### src/rtl/cbus_rr_arbiter_if.sv
// Cache-bus request/response types and the bundle that connects the
// requesters and the downstream port to the round-robin arbiter.
package cbus_pkg;
    typedef struct packed {
        logic        valid;
        logic        we;
        logic [15:0] addr;
        logic [15:0] wdata;
    } cbus_req_t;

    typedef struct packed {
        logic        ready;
        logic        last;
        logic [15:0] data;
    } cbus_resp_t;
endpackage

interface cbus_rr_arbiter_if #(
    parameter int NUM_INPUTS = 2
);
    import cbus_pkg::*;

    cbus_req_t                 ireqs  [NUM_INPUTS];
    cbus_resp_t                iresps [NUM_INPUTS];
    cbus_req_t                 oreq;
    cbus_resp_t                oresp;
    logic [NUM_INPUTS-1:0]     grant_oh;
    logic                      busy;
    logic                      timeout_err;

    modport slave (
        input  ireqs,
        input  oresp,
        output iresps,
        output oreq,
        output grant_oh,
        output busy,
        output timeout_err
    );

    modport master (
        output ireqs,
        output oresp,
        input  iresps,
        input  oreq,
        input  grant_oh,
        input  busy,
        input  timeout_err
    );
endinterface

### src/rtl/cbus_rr_arbiter.sv
// Round-robin arbiter sharing one cache-bus port among NUM_INPUTS requesters;
// a grant lasts a whole transaction and a sticky watchdog flags stalled ones.
module cbus_rr_arbiter
    import cbus_pkg::*;
#(
    parameter int NUM_INPUTS = 2,
    parameter int TIMEOUT    = 1024
) (
    input  logic               clk,
    input  logic               reset,
    cbus_rr_arbiter_if.slave   bus
);
    localparam int IDX_W = $clog2(NUM_INPUTS > 1 ? NUM_INPUTS : 2);
    localparam int WD_W  = $clog2(TIMEOUT + 1);

    localparam logic [IDX_W-1:0] LAST_IDX = IDX_W'(NUM_INPUTS - 1);
    localparam logic [IDX_W:0]   N_EXT    = (IDX_W + 1)'(NUM_INPUTS);
    localparam logic [WD_W-1:0]  WD_MAX   = WD_W'(TIMEOUT);
    localparam logic [WD_W-1:0]  WD_WARN  = WD_W'(TIMEOUT - 1);

    typedef enum logic {
        S_IDLE = 1'b0,
        S_BUSY = 1'b1
    } state_t;

    state_t             r_state;
    state_t             w_next_state;
    logic [IDX_W-1:0]   r_owner;
    logic [IDX_W-1:0]   r_rr_ptr;
    logic [WD_W-1:0]    r_wd_cnt;
    logic               r_timeout_err;
    logic [IDX_W-1:0]   w_winner;
    logic               w_found;
    logic [IDX_W:0]     w_cand;
    logic               w_final_beat;

    assign w_final_beat    = bus.oresp.ready & bus.oresp.last;
    assign bus.timeout_err = r_timeout_err;

    // Search starts at the round-robin pointer and wraps, so the most recent owner goes last.
    always_comb begin
        w_found  = 1'b0;
        w_winner = '0;
        w_cand   = '0;
        for (int i = 0; i < NUM_INPUTS; i++) begin
            w_cand = {1'b0, r_rr_ptr} + (IDX_W + 1)'(i);
            if (w_cand >= N_EXT) begin
                w_cand = w_cand - N_EXT;
            end
            if (!w_found && bus.ireqs[w_cand[IDX_W-1:0]].valid) begin
                w_found  = 1'b1;
                w_winner = w_cand[IDX_W-1:0];
            end
        end
    end

    always_ff @(posedge clk or posedge reset) begin
        if (reset) begin
            r_state <= S_IDLE;
        end else begin
            r_state <= w_next_state;
        end
    end

    // The owner's request is forwarded live, so a dropped valid reaches downstream as-is.
    always_comb begin
        w_next_state = r_state;
        bus.oreq     = '0;
        bus.iresps   = '{default: '0};
        bus.grant_oh = '0;
        bus.busy     = 1'b0;
        case (r_state)
            S_IDLE: begin
                if (w_found) begin
                    w_next_state = S_BUSY;
                end
            end
            S_BUSY: begin
                bus.oreq              = bus.ireqs[r_owner];
                bus.iresps[r_owner]   = bus.oresp;
                bus.grant_oh          = NUM_INPUTS'(1) << r_owner;
                bus.busy              = 1'b1;
                if (w_final_beat) begin
                    w_next_state = S_IDLE;
                end
            end
            default: w_next_state = S_IDLE;
        endcase
    end

    always_ff @(posedge clk or posedge reset) begin
        if (reset) begin
            r_owner       <= '0;
            r_rr_ptr      <= '0;
            r_wd_cnt      <= '0;
            r_timeout_err <= 1'b0;
        end else begin
            if (r_state == S_IDLE && w_found) begin
                r_owner  <= w_winner;
                r_wd_cnt <= '0;
            end
            if (r_state == S_BUSY) begin
                if (w_final_beat) begin
                    r_rr_ptr <= (r_owner == LAST_IDX) ? '0 : r_owner + 1'b1;
                end else begin
                    if (r_wd_cnt != WD_MAX) begin
                        r_wd_cnt <= r_wd_cnt + 1'b1;
                    end
                    // Flag only; the grant is kept so the transaction can still finish.
                    if (r_wd_cnt >= WD_WARN) begin
                        r_timeout_err <= 1'b1;
                    end
                end
            end
        end
    end
endmodule

### src/flat_wrapper.sv
// flat-port wrapper written by rule: the top's interface ports become plain ports
module cbus_rr_arbiter_flat import cbus_pkg::*;
#(
    parameter int NUM_INPUTS = 2,
    parameter int TIMEOUT    = 1024
)
  (clk, reset, bus_ireqs, bus_oresp, bus_iresps, bus_oreq, bus_grant_oh, bus_busy, bus_timeout_err);
  cbus_rr_arbiter_if #(.NUM_INPUTS(NUM_INPUTS)) bus_i ();
  input  logic clk;
  input  logic reset;
  input wire logic [$bits(bus_i.ireqs)-1:0] bus_ireqs;
  input wire logic [$bits(bus_i.oresp)-1:0] bus_oresp;
  output wire logic [$bits(bus_i.iresps)-1:0] bus_iresps;
  output wire logic [$bits(bus_i.oreq)-1:0] bus_oreq;
  output wire logic [$bits(bus_i.grant_oh)-1:0] bus_grant_oh;
  output wire logic [$bits(bus_i.busy)-1:0] bus_busy;
  output wire logic [$bits(bus_i.timeout_err)-1:0] bus_timeout_err;
  assign bus_i.ireqs = {>>{bus_ireqs}};
  assign bus_i.oresp = bus_oresp;
  assign bus_iresps = {>>{bus_i.iresps}};
  assign bus_oreq = bus_i.oreq;
  assign bus_grant_oh = bus_i.grant_oh;
  assign bus_busy = bus_i.busy;
  assign bus_timeout_err = bus_i.timeout_err;
  cbus_rr_arbiter #(.NUM_INPUTS(NUM_INPUTS), .TIMEOUT(TIMEOUT)) u_core (.clk(clk), .reset(reset), .bus(bus_i));
endmodule
### config.mk
export PLATFORM = sky130hd
export DESIGN_NAME = cbus_rr_arbiter_flat
export DESIGN_NICKNAME = d
export VERILOG_FILES = /design/src/rtl/cbus_rr_arbiter_if.sv /design/src/rtl/cbus_rr_arbiter.sv /design/src/flat_wrapper.sv
export SDC_FILE = /design/constraint.sdc
export NUM_CORES = 1
export LEC_CHECK = 0
export CORE_ASPECT_RATIO = 0.8
export CORE_UTILIZATION = 29
export DETAILED_ROUTE_END_ITERATION = 6
export GPL_ROUTABILITY_DRIVEN = 0
export HOLD_SLACK_MARGIN = 0.08
export PLACE_DENSITY = 0.88
export SYNTH_ARGS = -nofsm -noshare
export SYNTH_HDL_FRONTEND = slang
export SYNTH_SLANG_ARGS = --single-unit
### constraint.sdc
create_clock -name clk -period 1.8 [get_ports clk]
set_input_delay 0.18 -clock clk [delete_from_list [all_inputs] [get_ports clk]]
set_output_delay 0.18 -clock clk [all_outputs]
set_load 0.05 [all_outputs]
==> results.yml, run 1 <==
outcome:
  status: "finished, final reports clean"
setup_path:
  crit_top_cell: "buf_12"
  critPathMaxFanout: 29
  crit_arrival_ns: 1.61
  crit_type: "reg2out"
  crit_chain: "buf_12 > mux2i_1 > nor2_2 > buf_12"
  startpoint_type: "register"
  worstPathRequired_ns: 1.62
  slowest_delay_ns: 0.51
  ff2ff_path_depth: 6
  critPathCaptureType: "primary output"
  cp_slowest_cell: "dfrtp_2"
sta:
  skew_ns: 0.00120
  setup_viol_count_final: 0
  setup_ws_ns: 0.00776
  fin_crit_ns: 1.79
  fin_crit_sh_pct: 99.6
  fmax_mhz: 558
  rsz0062_at_grt: "true"
  hold_violations: 0
  slew_headroom_pct: 63.1
  finalMaxSlewViolations: 0
  tightest_slew_ns: 0.552
final_layout:
  drive_above_1_share_pct: 35.9
  final_nets: 445
  fill_cells: 249
  antennaDiodeCount: 0
  areaGrowthSynthToFinish_pct: 168
  final_cell_area_sq_um: 4090
synth:
  seq_area_frac_synth_pct: 24.6
  synth_nets: 286
  synth_common_cells: "40 x nor2_1, 35 x mux2i_1, 20 x and2_1"
  synthDominantCellAreaShare_pct: 24.6
  ys_ff_latch: 15
  yosysTopAreaCell: "dfrtp_1"
  syn_area_per_cell_sq_um: 7.78
  yosys_warnings: 0
  synth_cells: 196
  synth_area_leaders: "dfrtp_1 25%, mux2i_1 23%, nor2_1 9.8%, and2_1 8.2%, and3_1 7.4%"
  synth-edff-count: 0
  synth_cell_types: 28
  async_reset_ff_share_pct: 100
  synthFlopType: "dfrtp_1"
  syn_area_sq_um: 1530
  synth.most_common_cell: "nor2_1"
floorplan:
  start_util_pct: 30.3
  die_area_sq_um: 5560
  die_y_um: 66.9
  num_rows: 23
  die_w_um: 83.1
  core-area_sq_um: 5040
  ios: 162
flow_run:
  cap_violations: 0
placement:
  placed_area_sq_um: 4020
  hpwl_um: 6500
  pre_cts_ws_ns: 0.0786
  io_buffers: 161
routing:
  drc_errors: 0
  drt_wl_total_um: 8470
  vias: 2161
  antenna_left: 0
  vias_per_cell: 5.19
  drtIter0Drc: 89
  firstDrtPassIters: 4
  drt-wirelength-per-cell_um: 20.4
clock_network:
  cts_tree: "built"
  clk_latency_ns: 0.25
  cts_buffers: 3
  cts_root_buf: "clkbuf_8"
  clk_pin_slew_ns: 0.05
  cts_sinks: 15
  cts_max_path_buffers: 2
  htree_levels: 1
global_routing:
  grt-ovfl-total: 0
  grt_start_max_net_pins: 38
  grt_pass1_wl_um: 11500
  grt_use_total_pct: 26.5
  grt_pass1_vias: 2106
  antenna_found_initial: 0
power_and_ir_drop:
  p_leak_nw: 1.80
  irDropWorstVdd_mv: 1.25
  power_density_nw_per_um2: 1790
hold_path:
  worstHoldPathType: "in2async"
placed cells by master, fill, tap and decap left out:
master           instances
nor2_2                  30
xor2_1                   2
and4_1                   1
o32ai_1                  1
and3_1                  18
nor4_1                   1
buf_6                    1
a21boi_4                 1
inv_1                    3
mux2i_1                 34
clkinv_1                 1
ha_1                     2
buf_4                    6
nand4_1                  3
and2_1                  11
clkbuf_8                 3
clkdlybuf4s50_1         88
mux2i_4                  1
clkbuf_1                 1
nor4b_1                  1
nor2_1                  10
and4b_1                  1
o211ai_1                 5
o21ai_1                  1
nand3_4                  1
nand2_1                 11
and2_2                   9
nand3_1                  6
dfrtp_2                  2
a21oi_1                  2
buf_12                  73
o31ai_1                  6
o21ai_0                  3
dfrtp_1                 13
a31oi_1                  1
or4_1                    1
timing repair:
action	4_1_cts	5_1_grt
resized for setup	1	2
hold buffers	0	0
setup buffers	0	1
hold endpoints to repair	0	0
setup endpoints to repair	4	21
metrics by stage:
step | std cells | power (mW) | util, % | hold slack (ns) | TNS (ns)
5_1_grt | 416 | 7.56 | 81.2 | 0.372 | -0.174
4_1_cts | 415 | 7.28 | 80.8 | 0.303 | 0
2_1_floorplan | 196 | 3.96 | - | 0.0814 | 0
3_3_place_gp | 411 | 6.84 | 79.8 | 0.459 | 0
3_5_place_dp | 411 | 6.98 | 79.8 | 0.490 | 0
6_report | 416 | 7.34 | 81.2 | 0.304 | 0
area by class of cell:
cell class	count	area (sq um)	share of cell area, %
clock buffers	4	45.0	1.10
well taps	62	77.6	1.90
multi-input cells	163	1170	28.7
flip-flops and latches	15	378	9.24
inverters	4	15.0	0.367
repair buffers	168	2400	58.7
critical path, delay by kind of cell (launching register included):
family | cells | cell delay, ns
mux | 1 | 0.32
simple gates | 1 | 0.10
buf+inv | 2 | 0.42
flops | 1 | 0.51
state kept, by name, indices dropped and copies added (netlist names):
name	count
u_core.bus.timeout_err	1
u_core.r_owner	1
u_core.r_rr_ptr	1
u_core.r_state	1
u_core.r_wd_cnt	11
path summary, 6_finish.rpt:
path                                              from                endpoint  slack (ns)
worst min register to register  u_core.bus.timeout_err  u_core.bus.timeout_err        0.51
worst max-delay path                    u_core.r_owner             bus_oreq[8]       0.008
min in group clk                u_core.bus.timeout_err  u_core.bus.timeout_err        0.51
worst min-delay path                             reset      u_core.r_wd_cnt[2]        0.30
worst max register to register      u_core.r_wd_cnt[0]      u_core.r_wd_cnt[1]        0.20
max in group asynchronous                        reset          u_core.r_owner        1.10
cell families after synthesis:
| kind of cell | after synthesis | share of synthesized area, % |
|---|---|---|
| AO/OA/AOI/OAI | 20 | 9.60 |
| adder cells (fa/ha/maj) | 2 | 1.64 |
| XOR/XNOR | 2 | 1.15 |
| flip-flops | 15 | 24.6 |
| AND/OR/NAND/NOR | 104 | 35.2 |
| multiplexers | 35 | 23.0 |
| buffers and inverters | 18 | 4.84 |
metal layers:
metal / GRT usage, % / vias up / routed length, um
li1: - / 1008 / -
met1: 30.5 / 1040 / 3220
met2: 51.0 / 96 / 4720
met3: 4.71 / 17 / 373
met4: 6.90 / 0 / 153
met5: 0 / - / 0
power by group:
group          switching (mW)  internal (mW)  leakage (nW)
clock                   0.108          0.157        0.0228
sequential              0.123          0.409         0.197
combinational            3.63           2.92          1.58
Note: power is estimated with default switching activity, not from simulation.
==> inputs of run 2 (changes only) <==
--- a/config.mk
+++ b/config.mk
@@ -6,6 +6,7 @@
 export NUM_CORES = 1
 export LEC_CHECK = 0
 export CORE_ASPECT_RATIO = 0.8
+export CORE_MARGIN = 4
 export CORE_UTILIZATION = 29
 export DETAILED_ROUTE_END_ITERATION = 6
 export GPL_ROUTABILITY_DRIVEN = 0
==> results.yml, run 2 (synthesized netlist as in run 1, its figures left out) <==
outcome:
  status: "finished, final reports clean"
routing:
  drt-wirelength-per-cell_um: 19.6
  vias_per_cell: 5.11
  drt_wl_total_um: 8210
  vias: 2135
  drtIter0Drc: 76
  antenna_left: 0
  drc_errors: 0
  firstDrtPassIters: 6
global_routing:
  antenna_found_initial: 0
  grt_start_max_net_pins: 23
  grt-ovfl-total: 0
  grt_use_total_pct: 23.8
  grt_pass1_vias: 2144
  grt_pass1_wl_um: 11900
power_and_ir_drop:
  power_density_nw_per_um2: 1790
  internal_power_mw: 3.49
  combPwrFrac_pct: 89.3
  p_sw_mw: 3.81
  switching_share_pct: 52.1
  p_leak_nw: 1.81
  fin_total_pwr_mw: 7.30
  power.share.sequential_pct: 6.9
  irDropWorstVdd_mv: 1.35
  power_frac_clock_pct: 3.8
clock_network:
  clk_pin_slew_ns: 0.06
  cts_buffers: 3
  cts_tree: "built"
  cts_root_buf: "clkbuf_8"
  cts_resized: 0
  clk_latency_ns: 0.25
  post_cts_buffers: 0
  cts_sinks: 15
  htree_levels: 1
  postCtsHoldBufs: 0
  cts_max_path_buffers: 2
floorplan:
  start_util_pct: 30.3
  num_rows: 23
  die_area_sq_um: 6490
  core-area_sq_um: 5040
  ios: 162
  die_y_um: 72.9
  die_w_um: 89.1
setup_path:
  critPathCaptureType: "primary output"
  crit_chain: "inv_1 > buf_4 > nor2_1 > buf_12"
  worstPathRequired_ns: 1.62
  cp_slowest_cell: "dfrtp_2"
  critPathMaxFanout: 21
  startpoint_type: "register"
  path_buf_inv: 3
  slowest_delay_ns: 0.44
  crit_type: "reg2out"
  crit_arrival_ns: 1.46
  cp_top_family: "buffers and inverters"
  reg2reg_slack_ns: 0.22
final_layout:
  antennaDiodeCount: 0
  final_cell_area_sq_um: 4090
  drive_above_1_share_pct: 36.0
  final_nets: 447
  final_cell_mix: "88 x clkdlybuf4s50_1, 73 x buf_12, 35 x mux2i_1, 30 x nor2_2, 18 x and3_1"
  areaGrowthSynthToFinish_pct: 168
  largest_reg_flops: 11
  multi_input_area_sq_um: 1160
  utilization_pct: 81.2
  regMostFlops: "u_core.r_wd_cnt"
  final_common_cell: "clkdlybuf4s50_1"
  final-seq-area_sq_um: 378
  layoutNonFillerInstCount: 418
  fill_cells: 244
sta:
  slew_headroom_pct: 61.8
  timing.hold.ws_ns: 0.299
  fin_crit_ns: 1.64
  fmax_mhz: 609
  setup_ws_ns: 0.157
  finalMaxSlewViolations: 0
  skew_ns: 0.00105
  tightest_slew_ns: 0.573
  setup_viol_count_final: 0
  rsz0062_at_grt: "false"
  hold_violations: 0
  finalSetupTns_ns: 0
  fin_crit_sh_pct: 91.3
placement:
  io_buffers: 161
  place_inst: 413
  placed_area_sq_um: 4040
  pre_cts_ws_ns: 0.0772
  hpwl_um: 7060
hold_path:
  worstHoldPathType: "in2async"
flow_run:
  cap_violations: 0
run 2: power groups by stage:
stage               Combinational (mW)  Clock (mW)  Sequential, mW
detailed placement                6.51           0           0.528
CTS                               6.52       0.278           0.521
floorplan                         3.46           0           0.493
global placement                  6.38           0           0.514
finish                            6.52       0.276           0.504
global route                      6.74       0.297           0.514
run 2: layout make-up:
class,count,share of cell area [%]
sequential,15,9.24
multi-input combinational,163,28.4
tap,62,1.90
clock buffer,4,1.10
timing repair buffer,170,59.0
inverter,4,0.367
run 2: path summary, 6_finish.rpt:
| path | start | end | cells past startpoint |
|---|---|---|---|
| setup / recovery | u_core.r_state | bus_oreq[0] | 4 |
| hold / removal | reset | u_core.r_wd_cnt[2] | 2 |
| setup reg to reg | u_core.r_wd_cnt[0] | u_core.r_wd_cnt[1] | 6 |
| hold reg to reg | u_core.bus.timeout_err | u_core.bus.timeout_err | 2 |
| max in group asynchronous | reset | u_core.r_owner | 2 |
| min in group clk | u_core.bus.timeout_err | u_core.bus.timeout_err | 2 |
run 2: layer usage:
| layer | part of all wire (%) | track usage, % |
|---|---|---|
| met3 | 7.4 | 3.84 |
| met4 | 2.1 | 6.12 |
| met1 | 37 | 28.1 |
| met2 | 53 | 44.3 |
| met5 | 0 | 0 |
==> inputs of run 3 (changes only) <==
--- a/config.mk
+++ b/config.mk
@@ -10,8 +10,11 @@
 export CORE_UTILIZATION = 29
 export DETAILED_ROUTE_END_ITERATION = 6
 export GPL_ROUTABILITY_DRIVEN = 0
+export GPL_TIMING_DRIVEN = 0
 export HOLD_SLACK_MARGIN = 0.08
 export PLACE_DENSITY = 0.88
+export SLEW_MARGIN = 15
 export SYNTH_ARGS = -nofsm -noshare
 export SYNTH_HDL_FRONTEND = slang
 export SYNTH_SLANG_ARGS = --single-unit
+export TNS_END_PERCENT = 50
==> results.yml, run 3 (synthesized netlist as in run 1, its figures left out) <==
outcome:
  status: "finished, final reports clean"
routing:
  antenna_left: 0
  drc_errors: 0
  vias_per_cell: 4.79
  drt-wirelength-per-cell_um: 16.4
  drtIter0Drc: 39
  firstDrtPassIters: 4
  vias: 2027
  drt_wl_total_um: 6930
placement:
  hpwl_um: 5940
  pre_cts_ws_ns: -0.594
  io_buffers: 161
setup_path:
  crit_arrival_ns: 1.58
  crit_type: "reg2out"
  worstPathRequired_ns: 1.62
  critPathLaunch: "u_core.r_owner"
  r2r-start: "u_core.r_wd_cnt[0]"
  startpoint_type: "register"
  reg2reg_slack_ns: 0.26
  critPathCaptureType: "primary output"
  critPathMaxFanout: 10
power_and_ir_drop:
  power_density_nw_per_um2: 1690
  p_leak_nw: 1.53
  irDropWorstVdd_mv: 0.986
  fin_total_pwr_mw: 5.45
global_routing:
  grt_pass1_wl_um: 10300
  antenna_found_initial: 0
  grt_use_total_pct: 20.1
  grt_pass1_vias: 1955
  grt_start_max_net_pins: 16
  grt-ovfl-total: 0
sta:
  timing.hold.ws_ns: 0.303
  setup_viol_count_final: 0
  setup_ws_ns: 0.0395
  fmax_mhz: 568
  tightest_slew_ns: 0.686
  hold_violations: 0
  fin_crit_ns: 1.76
  finalSetupTns_ns: 0
  slew_headroom_pct: 53.9
  fin_crit_sh_pct: 97.8
  rsz0062_at_grt: "true"
  skew_ns: 0.00224
  finalMaxSlewViolations: 0
clock_network:
  postCtsHoldBufs: 0
  cts_buffers: 3
  cts_root_buf: "clkbuf_8"
  cts_tree: "built"
  post_cts_buffers: 0
  cts_sinks: 15
  clk_pin_slew_ns: 0.06
  clk_latency_ns: 0.25
  htree_levels: 1
  cts_max_path_buffers: 2
final_layout:
  final_common_cell: "clkdlybuf4s50_1"
  final_nets: 452
  utilization_pct: 63.9
  areaGrowthSynthToFinish_pct: 111
  antennaDiodeCount: 0
  largest_reg_flops: 11
  final_cell_mix: "89 x clkdlybuf4s50_1, 34 x mux2i_1, 30 x nor2_2, 28 x buf_2"
  drive_above_1_share_pct: 36.3
  regMostFlops: "u_core.r_wd_cnt"
floorplan:
  start_util_pct: 30.3
  die_w_um: 89.1
  ios: 162
  core-area_sq_um: 5040
  num_rows: 23
  die_y_um: 72.9
  die_area_sq_um: 6490
flow_run:
  cap_violations: 0
hold_path:
  worstHoldPathType: "in2async"
==> run 3: changes by cell type in the layout (fill, tap and decap cells not counted), sizes merged <==
| cell | previous run | this run |
|---|---|---|
| buf | 82 | 33 |
| clkbuf | 4 | 39 |
| clkdlybuf4s50 | 88 | 89 |
| clkdlybuf4s15 | 0 | 18 |
==> run 3: power breakdown <==
| part | switching, mW | internal, mW |
|---|---|---|
| logic | 3.23 | 1.47 |
| clock network | 0.111 | 0.157 |
| registers | 0.0723 | 0.407 |
==> run 3: layout make-up <==
class | instances | area (sq um)
Buffer | 14 | 124
Timing Repair Buffer | 161 | 1400
Inverter | 4 | 15.0
Tap cell | 62 | 77.6
Sequential cell | 15 | 377
Clock buffer | 4 | 45.0
Fill cell | 439 | 1820
Multi-Input combinational cell | 163 | 1180
==> run 3: metal layers <==
layer | part of all wire, % | global-route usage, % | vias up | wire (um)
met5 | 0 | 0 | - | 0
met4 | 2.2 | 4.63 | 0 | 150
met3 | 8.6 | 4.29 | 12 | 598
met2 | 49 | 35.0 | 73 | 3420
met1 | 40 | 25.3 | 920 | 2770
li1 | - | - | 1022 | -
==> run 3: per-stage QoR <==
| stage | cell area, sq um | std cells |
|---|---|---|
| floorplan | 1620 | 196 |
| global placement | 3310 | 419 |
| detailed placement | 3310 | 419 |
| CTS | 3390 | 423 |
| global route | 3220 | 423 |
| finish | 3220 | 423 |
==> run 3: worst paths after layout <==
check	endpoint	cells after the start
setup reg to reg	u_core.r_wd_cnt[1]	6
hold reg to reg	u_core.bus.timeout_err	2
max in group asynchronous	u_core.r_state	2
hold / removal	u_core.bus.timeout_err	2
min in group clk	u_core.bus.timeout_err	2
setup / recovery	bus_iresps[0]	4
==> run 3: what timing repair did <==
action,4_1_cts,5_1_grt
endpoints found under the setup margin,72,63
hold endpoints to repair,0,0
resized for setup,255,85
==> run 3: worst max-delay path, cell delays in order, from the launching register on <==
cell	delay (ns)
dfrtp_1	0.40
buf_6	0.18
clkbuf_2	0.21
and3_1	0.17
clkdlybuf4s15_2	0.37
==> edit (flow settings as in run 3) <==
Reset style: synchronous (`reset`), changed in 2 clocked blocks.
--- a/src/rtl/cbus_rr_arbiter.sv
+++ b/src/rtl/cbus_rr_arbiter.sv
@@ -54,7 +54,7 @@
         end
     end
 
-    always_ff @(posedge clk or posedge reset) begin
+    always_ff @(posedge clk) begin
         if (reset) begin
             r_state <= S_IDLE;
         end else begin
@@ -88,7 +88,7 @@
         endcase
     end
 
-    always_ff @(posedge clk or posedge reset) begin
+    always_ff @(posedge clk) begin
         if (reset) begin
             r_owner       <= '0;
             r_rr_ptr      <= '0;
Check against the original RTL: differs if reset is asserted again (counterexample within 4 cycles, from zero or initial values and one cycle with reset high); with reset held inactive, the same outputs for 10 cycles.
==> edit against run 3 <==
- synthesized cell count grew 5.1%
- synthesized area grew 0.33%
- wire length grew 6.4%
- final area shrank 4.2%
- setup slack lost 0.035 ns
- sequential share of layout area shrank 1.9 points
- sequential cell count is the same
Power is left out: it rests on default switching activity, and per cell area and clock period it moved more than threefold.
==> edit: results (changes against run 3) <==
status: complete, no violations
total number of vias: 2108 (+4.0%)
crit path from: u_core.r_state$_SDFF_PP0_
Post-DP Area: 3220 sq um (-2.5%)
fraction of registers with async set or reset after synthesis: 0% (-100 points)
Post-Route WL: 7380 microns (+6.4%)
skew final: 0.00284 ns (+0.000597 ns)
met3 GRT Util: 6.32% (+2.0 points)
post-synthesis mux area share: 22.9% (-0.075 points)
met1 Usage GRT: 24.3% (-0.99 points)
gr usage total: 21.3% (+1.2 points)
grt met2 use: 38.3% (+3.3 points)
synth unique cells: 41 (+46%)
FF-to-FF path depth: 6 (unchanged)
Port Buffer Count: 160 (-0.62%)
cells taking the most area after synthesis: mux2i_1 23%, dfxtp_1 20%, nor2_1 11%
DP HPWL: 6100 microns (+2.7%)
Placed Cells: 428 (+2.1%)
WP data arrival: 1.62 ns (+0.04 ns)
dpl ws: -0.754 ns (-0.160 ns)
Critical-path top delay cell: clkdlybuf4s15_2
Synth Flop Type: dfxtp_1
Synth Area in Compound Gates: 11.1% (+1.5 points)
DR WL met3: 823 microns (+38%)
DR iter-0 viols: 49 (+26%)
xor/xnor share of the synthesized area: 1.72% (+0.57 points)
first-pass GRT wire length: 10800 microns (+4.7%)
number of global-route vias before repair: 2042 (+4.5%)
pin count of the biggest net entering global routing: 11 (-5)
Final nets: 461 (+2.0%)
layout cells sized above 1: 27.3% (-9.0 points)
min-delay src: reset
Synth Area in Adders: 1.64% (-0.0054 points)
hold_ws: 0.199 ns (-0.103 ns)
Crit Reg-Reg Endpoint: u_core.r_wd_cnt[7]$_SDFF_PP0_
FF-to-FF Start: u_core.r_wd_cnt[0]$_SDFF_PP0_
Slew headroom: 63.6% (+9.6 points)
mean post-synth cell area: 7.43 sq um (-4.5%)
first drt pass iteration count: 5 (+1)
edit: worst max-delay path by stage:
stage                     slack (ns)  cells past startpoint        endpoint
after floorplan                 -0.1                      4    bus_oreq[13]
after global placement         -0.73                      6  bus_iresps[34]
after detailed placement       -0.75                      6  bus_iresps[34]
after CTS                       -0.1                      5    bus_oreq[10]
after global routing           -0.07                      4   bus_iresps[4]
final                          0.004                      4   bus_iresps[3]
edit: cells by family (layout without fill, tap and decap cells):
family | after synthesis | after routing
buffers and inverters | 19 | 183
adders and majority gates | 2 | 2
and+or+nand+nor | 110 | 110
AOI/OAI and AO/OA | 22 | 22
muxes | 35 | 35
xor gates and xnor gates | 3 | 3
DFF | 15 | 15
edit: cell type report:
cell class,count,area [sq um]
tap,62,77.6
multi-input combinational,172,1160
inverter,5,21.3
timing repair buffer,160,1380
fill,466,1980
sequential,15,302
buffer,14,101
clock buffer,4,45.0
edit: what timing repair did:
action                     CTS  global route
gates resized for setup    284            67
gates cloned                 0             0
setup endpoints to repair   72            71
hold buffers                 0             0
